--- config.mk ---
export PLATFORM = sky130hd
export DESIGN_NAME = axi4_master_arbiter
export DESIGN_NICKNAME = d
export VERILOG_FILES = /design/src/rtl/axi4_master_arbiter_pkg.sv /design/src/rtl/axi4_master_arbiter_rr.sv /design/src/rtl/axi4_master_arbiter.sv
export SDC_FILE = /design/constraint.sdc
export NUM_CORES = 1
export LEC_CHECK = 0
export CAP_MARGIN = 30
export CORE_AREA = 3 3 450 452
export DETAILED_ROUTE_END_ITERATION = 6
export DIE_AREA = 0 0 453 455
export DONT_BUFFER_PORTS = 1
export PLACE_DENSITY = 0.3
export SYNTH_ARGS = -nofsm -noshare
export SYNTH_HDL_FRONTEND = slang
export SYNTH_SLANG_ARGS = --single-unit
--- constraint.sdc ---
create_clock -name MCLK -period 6.1 [get_ports MCLK]
set_clock_uncertainty 0.05 [all_clocks]
set_input_delay 0.61 -clock MCLK [delete_from_list [all_inputs] [get_ports MCLK]]
set_output_delay 0.61 -clock MCLK [all_outputs]
set_load 0.02 [all_outputs]
--- src/rtl/axi4_master_arbiter_pkg.sv ---
// Shared definitions for the N-to-1 AXI4 master arbiter: ID-prefix width
// helpers and the write-order FIFO occupancy type.
package axi4_master_arbiter_pkg;

    localparam int FIFO_CNT_W = 8;

    typedef logic [FIFO_CNT_W-1:0] fifo_cnt_t;

    function automatic int calc_sw(input int n);
        return (n <= 2) ? 1 : $clog2(n);
    endfunction

    function automatic int calc_miw(input int iw, input int n);
        return iw + calc_sw(n);
    endfunction

endpackage

--- src/rtl/axi4_master_arbiter_rr.sv ---
// Round-robin request arbiter: one-hot grant searched from a rotating
// pointer, which advances past the winner only when the grant is accepted.
module axi4_rr_arbiter
    import axi4_master_arbiter_pkg::*;
#(
    parameter int N  = 2,
    parameter int SW = 1
) (
    input  logic          clk_i,
    input  logic          rst_ni,
    input  logic [N-1:0]  req_i,
    input  logic          accept_i,
    output logic [N-1:0]  grant_o,
    output logic [SW-1:0] idx_o,
    output logic          any_o
);

    logic [SW-1:0] ptr_q;
    logic [SW-1:0] ptr_d;

    // Descending scan so the candidate closest to the pointer wins.
    always_comb begin
        idx_o = '0;
        any_o = 1'b0;
        for (int k = N - 1; k >= 0; k--) begin
            if (req_i[(int'(ptr_q) + k) % N]) begin
                idx_o = SW'((int'(ptr_q) + k) % N);
                any_o = 1'b1;
            end
        end
    end

    assign grant_o = any_o ? (N'(1) << idx_o) : '0;
    assign ptr_d   = (int'(idx_o) == N - 1) ? '0 : idx_o + 1'b1;

    always_ff @(posedge clk_i) begin
        if (!rst_ni) begin
            ptr_q <= '0;
        end else if (accept_i) begin
            ptr_q <= ptr_d;
        end
    end

endmodule

--- src/rtl/axi4_master_arbiter.sv ---
// N-to-1 AXI4 master arbiter: round-robin AW/AR with master index prefixed on
// the ID, W steered by an AW-order FIFO, B/R routed back by ID prefix.
module axi4_master_arbiter
    import axi4_master_arbiter_pkg::*;
#(
    parameter int C_MASTERS           = 2,
    parameter int C_THREAD_ID_WIDTH   = 1,
    parameter int C_ADDR_WIDTH        = 32,
    parameter int C_DATA_WIDTH        = 128,
    parameter int C_MAX_OUTSTANDING_W = 4,
    localparam int SW  = calc_sw(C_MASTERS),
    localparam int MIW = calc_miw(C_THREAD_ID_WIDTH, C_MASTERS)
) (
    input  logic                                    MCLK,
    input  logic                                    nRST,
    input  logic [C_MASTERS*C_THREAD_ID_WIDTH-1:0]  S_AWID,
    input  logic [C_MASTERS*C_ADDR_WIDTH-1:0]       S_AWADDR,
    input  logic [C_MASTERS*8-1:0]                  S_AWLEN,
    input  logic [C_MASTERS*3-1:0]                  S_AWSIZE,
    input  logic [C_MASTERS*2-1:0]                  S_AWBURST,
    input  logic [C_MASTERS-1:0]                    S_AWVALID,
    output logic [C_MASTERS-1:0]                    S_AWREADY,
    input  logic [C_MASTERS*C_DATA_WIDTH-1:0]       S_WDATA,
    input  logic [C_MASTERS*C_DATA_WIDTH/8-1:0]     S_WSTRB,
    input  logic [C_MASTERS-1:0]                    S_WLAST,
    input  logic [C_MASTERS-1:0]                    S_WVALID,
    output logic [C_MASTERS-1:0]                    S_WREADY,
    output logic [C_MASTERS*C_THREAD_ID_WIDTH-1:0]  S_BID,
    output logic [C_MASTERS*2-1:0]                  S_BRESP,
    output logic [C_MASTERS-1:0]                    S_BVALID,
    input  logic [C_MASTERS-1:0]                    S_BREADY,
    input  logic [C_MASTERS*C_THREAD_ID_WIDTH-1:0]  S_ARID,
    input  logic [C_MASTERS*C_ADDR_WIDTH-1:0]       S_ARADDR,
    input  logic [C_MASTERS*8-1:0]                  S_ARLEN,
    input  logic [C_MASTERS*3-1:0]                  S_ARSIZE,
    input  logic [C_MASTERS*2-1:0]                  S_ARBURST,
    input  logic [C_MASTERS-1:0]                    S_ARVALID,
    output logic [C_MASTERS-1:0]                    S_ARREADY,
    output logic [C_MASTERS*C_THREAD_ID_WIDTH-1:0]  S_RID,
    output logic [C_MASTERS*C_DATA_WIDTH-1:0]       S_RDATA,
    output logic [C_MASTERS*2-1:0]                  S_RRESP,
    output logic [C_MASTERS-1:0]                    S_RLAST,
    output logic [C_MASTERS-1:0]                    S_RVALID,
    input  logic [C_MASTERS-1:0]                    S_RREADY,
    output logic [MIW-1:0]                          M_AWID,
    output logic [C_ADDR_WIDTH-1:0]                 M_AWADDR,
    output logic [7:0]                              M_AWLEN,
    output logic [2:0]                              M_AWSIZE,
    output logic [1:0]                              M_AWBURST,
    output logic                                    M_AWVALID,
    input  logic                                    M_AWREADY,
    output logic [C_DATA_WIDTH-1:0]                 M_WDATA,
    output logic [C_DATA_WIDTH/8-1:0]               M_WSTRB,
    output logic                                    M_WLAST,
    output logic                                    M_WVALID,
    input  logic                                    M_WREADY,
    input  logic [MIW-1:0]                          M_BID,
    input  logic [1:0]                              M_BRESP,
    input  logic                                    M_BVALID,
    output logic                                    M_BREADY,
    output logic [MIW-1:0]                          M_ARID,
    output logic [C_ADDR_WIDTH-1:0]                 M_ARADDR,
    output logic [7:0]                              M_ARLEN,
    output logic [2:0]                              M_ARSIZE,
    output logic [1:0]                              M_ARBURST,
    output logic                                    M_ARVALID,
    input  logic                                    M_ARREADY,
    input  logic [MIW-1:0]                          M_RID,
    input  logic [C_DATA_WIDTH-1:0]                 M_RDATA,
    input  logic [1:0]                              M_RRESP,
    input  logic                                    M_RLAST,
    input  logic                                    M_RVALID,
    output logic                                    M_RREADY
);

    localparam int N     = C_MASTERS;
    localparam int IW    = C_THREAD_ID_WIDTH;
    localparam int AW    = C_ADDR_WIDTH;
    localparam int DW    = C_DATA_WIDTH;
    localparam int DEPTH = C_MAX_OUTSTANDING_W;
    localparam int PW    = $clog2(DEPTH);

    logic [N-1:0]  aw_grant, ar_grant;
    logic [SW-1:0] aw_idx, ar_idx;
    logic          aw_any, ar_any;
    logic          aw_take, ar_take;

    logic [MIW-1:0] m_awid_q, m_arid_q;
    logic [AW-1:0]  m_awaddr_q, m_araddr_q;
    logic [7:0]     m_awlen_q, m_arlen_q;
    logic [2:0]     m_awsize_q, m_arsize_q;
    logic [1:0]     m_awburst_q, m_arburst_q;
    logic           m_awvalid_q, m_arvalid_q;

    logic [SW-1:0] wfifo_mem_q [DEPTH];
    logic [PW-1:0] wfifo_wr_q, wfifo_rd_q;
    fifo_cnt_t     wfifo_cnt_q;
    logic          wfifo_full, wfifo_empty, w_pop;
    logic [SW-1:0] w_head;

    axi4_rr_arbiter #(.N(N), .SW(SW)) u_aw_arb (
        .clk_i    (MCLK),
        .rst_ni   (nRST),
        .req_i    (S_AWVALID),
        .accept_i (aw_take),
        .grant_o  (aw_grant),
        .idx_o    (aw_idx),
        .any_o    (aw_any)
    );

    axi4_rr_arbiter #(.N(N), .SW(SW)) u_ar_arb (
        .clk_i    (MCLK),
        .rst_ni   (nRST),
        .req_i    (S_ARVALID),
        .accept_i (ar_take),
        .grant_o  (ar_grant),
        .idx_o    (ar_idx),
        .any_o    (ar_any)
    );

    // A full order FIFO blocks AW capture even when a pop lands this cycle.
    assign aw_take   = nRST && aw_any && (!m_awvalid_q || M_AWREADY) && !wfifo_full;
    assign ar_take   = nRST && ar_any && (!m_arvalid_q || M_ARREADY);
    assign S_AWREADY = aw_take ? aw_grant : '0;
    assign S_ARREADY = ar_take ? ar_grant : '0;

    always_ff @(posedge MCLK) begin
        if (!nRST) begin
            m_awvalid_q <= 1'b0;
            m_arvalid_q <= 1'b0;
        end else begin
            if (aw_take) m_awvalid_q <= 1'b1;
            else if (M_AWREADY) m_awvalid_q <= 1'b0;
            if (ar_take) m_arvalid_q <= 1'b1;
            else if (M_ARREADY) m_arvalid_q <= 1'b0;
        end
    end

    always_ff @(posedge MCLK) begin
        if (aw_take) begin
            m_awid_q    <= {aw_idx, S_AWID[aw_idx*IW +: IW]};
            m_awaddr_q  <= S_AWADDR[aw_idx*AW +: AW];
            m_awlen_q   <= S_AWLEN[aw_idx*8 +: 8];
            m_awsize_q  <= S_AWSIZE[aw_idx*3 +: 3];
            m_awburst_q <= S_AWBURST[aw_idx*2 +: 2];
        end
        if (ar_take) begin
            m_arid_q    <= {ar_idx, S_ARID[ar_idx*IW +: IW]};
            m_araddr_q  <= S_ARADDR[ar_idx*AW +: AW];
            m_arlen_q   <= S_ARLEN[ar_idx*8 +: 8];
            m_arsize_q  <= S_ARSIZE[ar_idx*3 +: 3];
            m_arburst_q <= S_ARBURST[ar_idx*2 +: 2];
        end
    end

    assign M_AWID    = m_awid_q;
    assign M_AWADDR  = m_awaddr_q;
    assign M_AWLEN   = m_awlen_q;
    assign M_AWSIZE  = m_awsize_q;
    assign M_AWBURST = m_awburst_q;
    assign M_AWVALID = m_awvalid_q;
    assign M_ARID    = m_arid_q;
    assign M_ARADDR  = m_araddr_q;
    assign M_ARLEN   = m_arlen_q;
    assign M_ARSIZE  = m_arsize_q;
    assign M_ARBURST = m_arburst_q;
    assign M_ARVALID = m_arvalid_q;

    assign wfifo_full  = (wfifo_cnt_q == fifo_cnt_t'(DEPTH));
    assign wfifo_empty = (wfifo_cnt_q == '0);
    assign w_head      = wfifo_mem_q[wfifo_rd_q];
    assign w_pop       = !wfifo_empty && S_WVALID[w_head] && M_WREADY && S_WLAST[w_head];

    always_ff @(posedge MCLK) begin
        if (!nRST) begin
            wfifo_wr_q  <= '0;
            wfifo_rd_q  <= '0;
            wfifo_cnt_q <= '0;
        end else begin
            if (aw_take) wfifo_wr_q <= wfifo_wr_q + 1'b1;
            if (w_pop)   wfifo_rd_q <= wfifo_rd_q + 1'b1;
            wfifo_cnt_q <= wfifo_cnt_q + fifo_cnt_t'(aw_take) - fifo_cnt_t'(w_pop);
        end
    end

    always_ff @(posedge MCLK) begin
        if (aw_take) wfifo_mem_q[wfifo_wr_q] <= aw_idx;
    end

    // W steering depends only on the registered FIFO head, never on M_AWREADY.
    always_comb begin
        M_WDATA  = S_WDATA[w_head*DW +: DW];
        M_WSTRB  = S_WSTRB[w_head*(DW/8) +: DW/8];
        M_WLAST  = S_WLAST[w_head];
        M_WVALID = !wfifo_empty && S_WVALID[w_head];
        S_WREADY = '0;
        if (!wfifo_empty) S_WREADY[w_head] = M_WREADY;
    end

    logic [SW-1:0] b_sel, r_sel;
    logic          b_hit, r_hit;

    assign b_sel = M_BID[MIW-1:IW];
    assign r_sel = M_RID[MIW-1:IW];
    assign b_hit = (int'(b_sel) < N);
    assign r_hit = (int'(r_sel) < N);

    // Beats carrying an unknown prefix are sunk so the downstream never stalls.
    always_comb begin
        S_BVALID = '0;
        M_BREADY = 1'b1;
        S_RVALID = '0;
        M_RREADY = 1'b1;
        if (b_hit) begin
            S_BVALID[b_sel] = M_BVALID;
            M_BREADY        = S_BREADY[b_sel];
        end
        if (r_hit) begin
            S_RVALID[r_sel] = M_RVALID;
            M_RREADY        = S_RREADY[r_sel];
        end
    end

    assign S_BID   = {N{M_BID[IW-1:0]}};
    assign S_BRESP = {N{M_BRESP}};
    assign S_RID   = {N{M_RID[IW-1:0]}};
    assign S_RDATA = {N{M_RDATA}};
    assign S_RRESP = {N{M_RRESP}};
    assign S_RLAST = {N{M_RLAST}};

endmodule

==> summary.txt, run 1 <==
Drt
  • DRT Pass-1 Iters: 7
  • Vias after detailed routing: 6,096
  • Via/cell ratio: 1.87
  • ANT nets after route: 2
  • Avg WL per Cell: 30.3 um
  • Total wire length: 98,700 um
  • DRC: 0
  • DRT iter0 DRCs: 335

Global routing
  • First-pass GRT wire length: 108,000 um
  • Global Route Usage Sum: 0.0903
  • Global route overflow: 0
  • Met3 usage in global routing: 0.0599
  • Vias in the first global route: 5,517
  • Most Used Layer, Global Route: met2
  • Met2 GRT Util: 0.179
  • Met1 Use GR: 0.0646
  • Pin count of the biggest net entering global routing: 62
  • Initial antenna violation count: 156

Placement
  • Buffers on Ports: 0
  • RePlAce Congestion: 0.814
  • Post-DP HPWL: 90,700 um

STA
  • RSZ-0062 raised after global routing: no
  • Slew @ Worst Pin: 900 ps
  • Worst slew margin: 0.400
  • Setup TNS: 0 ps
  • Max Clk Rate: 0.221 GHz
  • Final period util: 0.743
  • Slew Viols, Final: 0
  • Final min period: 4530 ps
  • Hold Vio Cnt, Final: 0
  • Final setup violation count: 0

Outcome
  • Outcome: finished with violations
  • Failing checks: antenna violations

Die
  • Site Rows: 164
  • Die area: 206,000 um^2
  • Area of the core: 199,000 um^2
  • Starting Density: 0.0457
  • Die H: 455 um
  • Num ports: 1,152
  • Die Wd: 453 um

Synthesis
  • Synth Instances: 778
  • Ys async rst share: 0
  • Yosys reg bits: 116
  • Post-Synthesis Cell Area: 9100 um^2
  • Most common library cells after synthesis: 271 x buf_4, 239 x mux2_2, 98 x edfxtp_1
  • Post-synth EDFFs: 98
  • Synth area leader: edfxtp_1
  • Syn Nets: 1,422
  • Register area share after synthesis: 0.363
  • Top post-synthesis cells by area: edfxtp_1 32%, mux2_2 30%, buf_4 22%
  • Main synth FF type: edfxtp_1
  • Synth top area share: 0.323
  • Ys Warns: 0
  • Netlist cell types: 45
  • Most common cell in the netlist: buf_4
  • Syn Area/Cell: 11.7 um^2

Clock network
  • Cts repair resizes: 0
  • CTS max path bufs: 2
  • Hold_buf cts: 0
  • CTS tree: done
  • CTS buffer count: 17
  • Clk_lat worst skew: 470 ps
  • H-Tree Depth: 4
  • Clock sink count: 116
  • Reg clk slew, reported paths: 70 ps
  • Post-CTS Repair Setup Buffers: 0
  • CTS root buf: clkbuf_16

Worst setup path
  • Critical path required time: 5440 ps
  • Critical path class: reg2out
  • Worst-path fanout max: 61
  • Setup crit start kind: flip-flop
  • CP Capture Type: output pin
  • Critical path data arrival time: 3870 ps

Min path
  • Min-delay worst type: in2reg

Power and ir drop
  • Pwr dens: 301 nW/um^2
  • Leak: 2.78 nW
  • Maximum VDD drop: 0.170 mV

Final layout
  • Final core utilization: 0.0559
  • Area grow syn2layout: 22.4%
  • Share of cells above drive strength 1: 0.556
  • Layout fillers: 23.4k
  • Final #Nets: 1,154

Flow run
  • # Max-Cap Violations: 0
## metal layers
layer  share of wire  up-vias
met5          0.0024        -
met4           0.050       34
met3            0.15      298
met2            0.56      929
met1            0.25     2823
li1                -     2012
## sequential cells by signal, indices dropped and copies added (netlist names), 2 cells and up, named ones only
register	cells
M_ARADDR	32
M_ARBURST	2
M_ARID	2
M_ARLEN	8
M_ARSIZE	3
M_AWADDR	32
M_AWBURST	2
M_AWID	2
M_AWLEN	8
M_AWSIZE	3
wfifo_cnt_q	8
wfifo_mem_q	4
wfifo_rd_q	2
wfifo_wr_q	2
## power by group
group	switching, mW	internal (mW)	total, mW
logic	0.757	0.387	1.14
registers	0.115	0.972	1.09
clock network	0.442	0.683	1.12
## cells in the final DEF, fill, tap and decap left out, types with 7 or more instances in the layout
cell / count
ha_1: 15
buf_4: 10
and2_1: 10
dfxtp_1: 18
nand2b_1: 8
diode_2: 79
inv_1: 21
edfxtp_1: 98
nand2_1: 8
clkbuf_16: 17
nor2b_1: 7
mux2_2: 239
## cells by family (layout without fill, tap and decap cells)
| kind of cell | Yosys count | in the layout | share of synthesized area |
|---|---|---|---|
| AOI/OAI and AO/OA | 26 | 26 | 0.0197 |
| xor gates and xnor gates | 2 | 2 | 0.00192 |
| adders and majority gates | 16 | 16 | 0.0228 |
| buffers and inverters | 320 | 65 | 0.255 |
| DFF | 116 | 116 | 0.363 |
| muxes | 246 | 246 | 0.305 |
| other | 0 | 79 | 0 |
| and+or+nand+nor | 52 | 52 | 0.0331 |
## area by class of cell
| cell class | instances | area (um^2) | share of cell area |
|---|---|---|---|
| clock inverters | 13 | 184 | 0.0165 |
| repair buffers | 12 | 97.6 | 0.00876 |
| diodes | 79 | 198 | 0.0177 |
| flip-flops and latches | 116 | 3300 | 0.296 |
| inverters | 21 | 78.8 | 0.00707 |
| clock buffers | 19 | 433 | 0.0388 |
| multi-input cells | 342 | 3530 | 0.317 |
| well taps | 2656 | 3320 | 0.298 |
## worst paths after layout
kind	startpoint	endpoint	slack (ps)	cells past startpoint
max	flip-flop	M_WDATA[124]	1570	4
min	nRST	wfifo_cnt_q[3]	220	1
max reg2reg	flip-flop	wfifo_cnt_q[6]	2390	12
min reg2reg	wfifo_rd_q[1]	wfifo_rd_q[1]	430	2
## metrics by stage
step	instance area [um^2]	std cells	hold WS (ps)	power [mW]	worst slack, ps
global placement	10300	3143	429	2.28	2190
detailed placement	10300	3145	427	2.30	2080
global route	11000	3191	165	3.55	1350
floorplan	9100	778	395	2.17	2010
finish	11100	3258	220	3.36	1570
CTS	10900	3177	146	3.49	1500
## critical path, stage by stage, from the launching register on
cell	delay, ps
dfxtp_1	310
mux4_4	830
buf_4	700
buf_4	770
mux2_2	490
Note: power is estimated with default switching activity, not from simulation.
==> run 2: changes to the inputs <==
==> constraint.sdc (replaced) <==
create_clock -name MCLK -period 4.6 [get_ports MCLK]
set_clock_uncertainty 0.05 [all_clocks]
set_input_delay 0.46 -clock MCLK [delete_from_list [all_inputs] [get_ports MCLK]]
set_output_delay 0.46 -clock MCLK [all_outputs]
set_load 0.02 [all_outputs]
==> run 2 against run 1 <==
Against the previous run: the run now ends clean; clock power rose by 31%; clock-buffer cell count did not move; design area fell by 1.0%; non-clock buffer count fell by 1; global-route usage fell by 0.99 points; hold slack got worse by 140 ps; core utilization fell by 0.058 points; sequential power rose by 32%; power rose by 37%; via count fell by 10%; die area did not move; combinational power rose by 47%.
==> summary.txt, run 2 (synthesized netlist as in run 1, its figures left out) <==
Placement
  • Post-DP HPWL: 80,100 um (-12%)
  • Buffers on Ports: 0 (unchanged)
  • RePlAce Congestion: 0.804 (-1.2%)

Power and ir drop
  • Pwr dens: 416 nW/um^2 (+38%)
  • Maximum VDD drop: 0.248 mV (+46%)
  • Leak: 2.77 nW (-0.34%)

Worst setup path
  • Worst-path fanout max: 3 (-95%)
  • Cell family with most CP delay: multiplexers
  • Slowest CP cell: mux4_4
  • Critical path class: reg2reg
  • Setup crit start kind: flip-flop
  • R2R cell count: 12 (unchanged)
  • Worst path depth: 12 (+8)
  • CP bufs+invs: 2 (unchanged)
  • Critical path data arrival time: 3670 ps (-200 ps)
  • CP Capture Type: flip-flop
  • Largest stage delay, worst path: 650 ps (-180 ps)
  • CP cell instances: mux4_4 > mux2_4 > nor2_2 > ha_1 > inv_1 > ha_1 > inv_1 > fa_1 > nand2b_1 > a21oi_1 > o21a_1 > o211ai_1
  • Critical path required time: 4910 ps (-530 ps)

Drt
  • DRT iter0 DRCs: 317 (-5.4%)
  • Via/cell ratio: 1.70 (-9.2%)
  • Total wire length: 87,400 um (-11%)
  • ANT nets after route: 0 (-2)
  • DRT Pass-1 Iters: 6 (-1)
  • Vias after detailed routing: 5,459 (-10%)
  • DRC: 0 (unchanged)
  • Avg WL per Cell: 27.2 um (-10%)

Min path
  • Min-delay worst type: in2reg
  • Hold Path Depth: 1 (unchanged)

STA
  • RSZ-0062 raised after global routing: no
  • Setup TNS: 0 ps (unchanged)
  • Slew @ Worst Pin: 909 ps (+9.36 ps)
  • Final period util: 0.731
  • Hold Vio Cnt, Final: 0 (unchanged)
  • Final setup violation count: 0 (unchanged)
  • Final min period: 3360 ps
  • Slew Viols, Final: 0 (unchanged)
  • Worst slew margin: 0.392 (-0.00768)
  • Fin Hold WS: 80.7 ps (-139 ps)
  • Max Clk Rate: 0.297 GHz

Global routing
  • Initial antenna violation count: 92 (-41%)
  • Global Route Usage Sum: 0.0804 (-0.00990)
  • Pin count of the biggest net entering global routing: 100 (+61%)
  • First-pass GRT wire length: 96,900 um (-9.9%)
  • Vias in the first global route: 5,539 (+0.40%)
  • Global route overflow: 0 (unchanged)

Die
  • Starting Density: 0.0457 (unchanged)
  • Num ports: 1,152 (unchanged)
  • Site Rows: 164 (unchanged)
  • Die Wd: 453 um (unchanged)
  • Die area: 206,000 um^2 (unchanged)
  • Die H: 455 um (unchanged)
  • Area of the core: 199,000 um^2 (unchanged)

Clock network
  • CTS max path bufs: 2 (unchanged)
  • Clock sink count: 116 (unchanged)
  • H-Tree Depth: 4 (unchanged)
  • Reg clk slew, reported paths: 70 ps (about the same)
  • Clk_lat worst skew: 480 ps (about the same)
  • CTS root buf: clkbuf_16
  • CTS tree: done
  • CTS buffer count: 17 (unchanged)
  • Post-CTS Repair Setup Buffers: 0 (unchanged)

Outcome
  • Outcome: finished, final reports clean

Flow run
  • # Max-Cap Violations: 0 (unchanged)

Final layout
  • Share of cells above drive strength 1: 0.554 (-0.00277)
  • Final #Nets: 1,153 (-0.087%)
  • Area grow syn2layout: 21.1%
  • Commonest non-fill, non-tap cells in the layout: 239 x mux2_2, 98 x edfxtp_1, 21 x inv_1, 18 x dfxtp_1, 17 x clkbuf_16
  • Commonest non-fill, non-tap cell in the layout: mux2_2
run 2: path summary, 6_finish.rpt:
| check | startpoint | endpoint | slack (ps) |
|---|---|---|---|
| min | nRST | wfifo_wr_q[0] | 80 |
| max reg2reg | wfifo_mem_q[0] | wfifo_cnt_q[6] | 1240 |
| min reg2reg | wfifo_rd_q[1] | flip-flop | 430 |
| max | wfifo_mem_q[0] | wfifo_cnt_q[6] | 1240 |
run 2: report_power, final:
part           internal [mW]  leakage [nW]  total [mW]  switching (mW)
clock network          0.902         0.291        1.47           0.568
logic                  0.513          1.40        1.68            1.17
registers               1.29          1.08        1.44           0.152
run 2: final cells by class:
| cell class | instances | area, um^2 |
|---|---|---|
| sequential | 116 | 3300 |
| clock inverter | 13 | 183 |
| tap | 2656 | 3320 |
| antenna | 34 | 85.1 |
| clock buffer | 19 | 433 |
| fill | 23341 | 188000 |
| timing repair buffer | 11 | 95.1 |
| multi-input combinational | 342 | 3530 |
| inverter | 21 | 78.8 |
run 2: worst reg2reg max path: cells and delay by family, from the launching register on:
kind | cells | cell delay, ps
AOI/OAI and AO/OA | 3 | 560
adders and majority gates | 3 | 800
buffers and inverters | 2 | 120
DFF | 1 | 370
muxes | 2 | 1000
and+or+nand+nor | 2 | 350
run 2: routing by layer:
metal / routed length [um] / GRT usage
met1: 22900 / 0.0635
met2: 48100 / 0.155
met3: 11700 / 0.0459
met4: 4530 / 0.0394
met5: 150 / 0
run 2: through the flow:
step	setup slack, ps	std cells	area [um^2]	power [mW]	util
floorplan	509	778	9100	2.88	-
finish	1240	3212	11000	4.59	0.0554
global route	1050	3197	11000	4.87	0.0552
detailed placement	1240	3145	10300	3.26	0.0518
global placement	1280	3144	10300	3.24	0.0518
CTS	1050	3178	10900	4.81	0.0549
run 2: repair_timing:
item                       in CTS  in global routing
gates resized for setup         0                  0
hold buffers                    1                  0
hold endpoints to repair        1                  0
setup endpoints to repair       0                  0
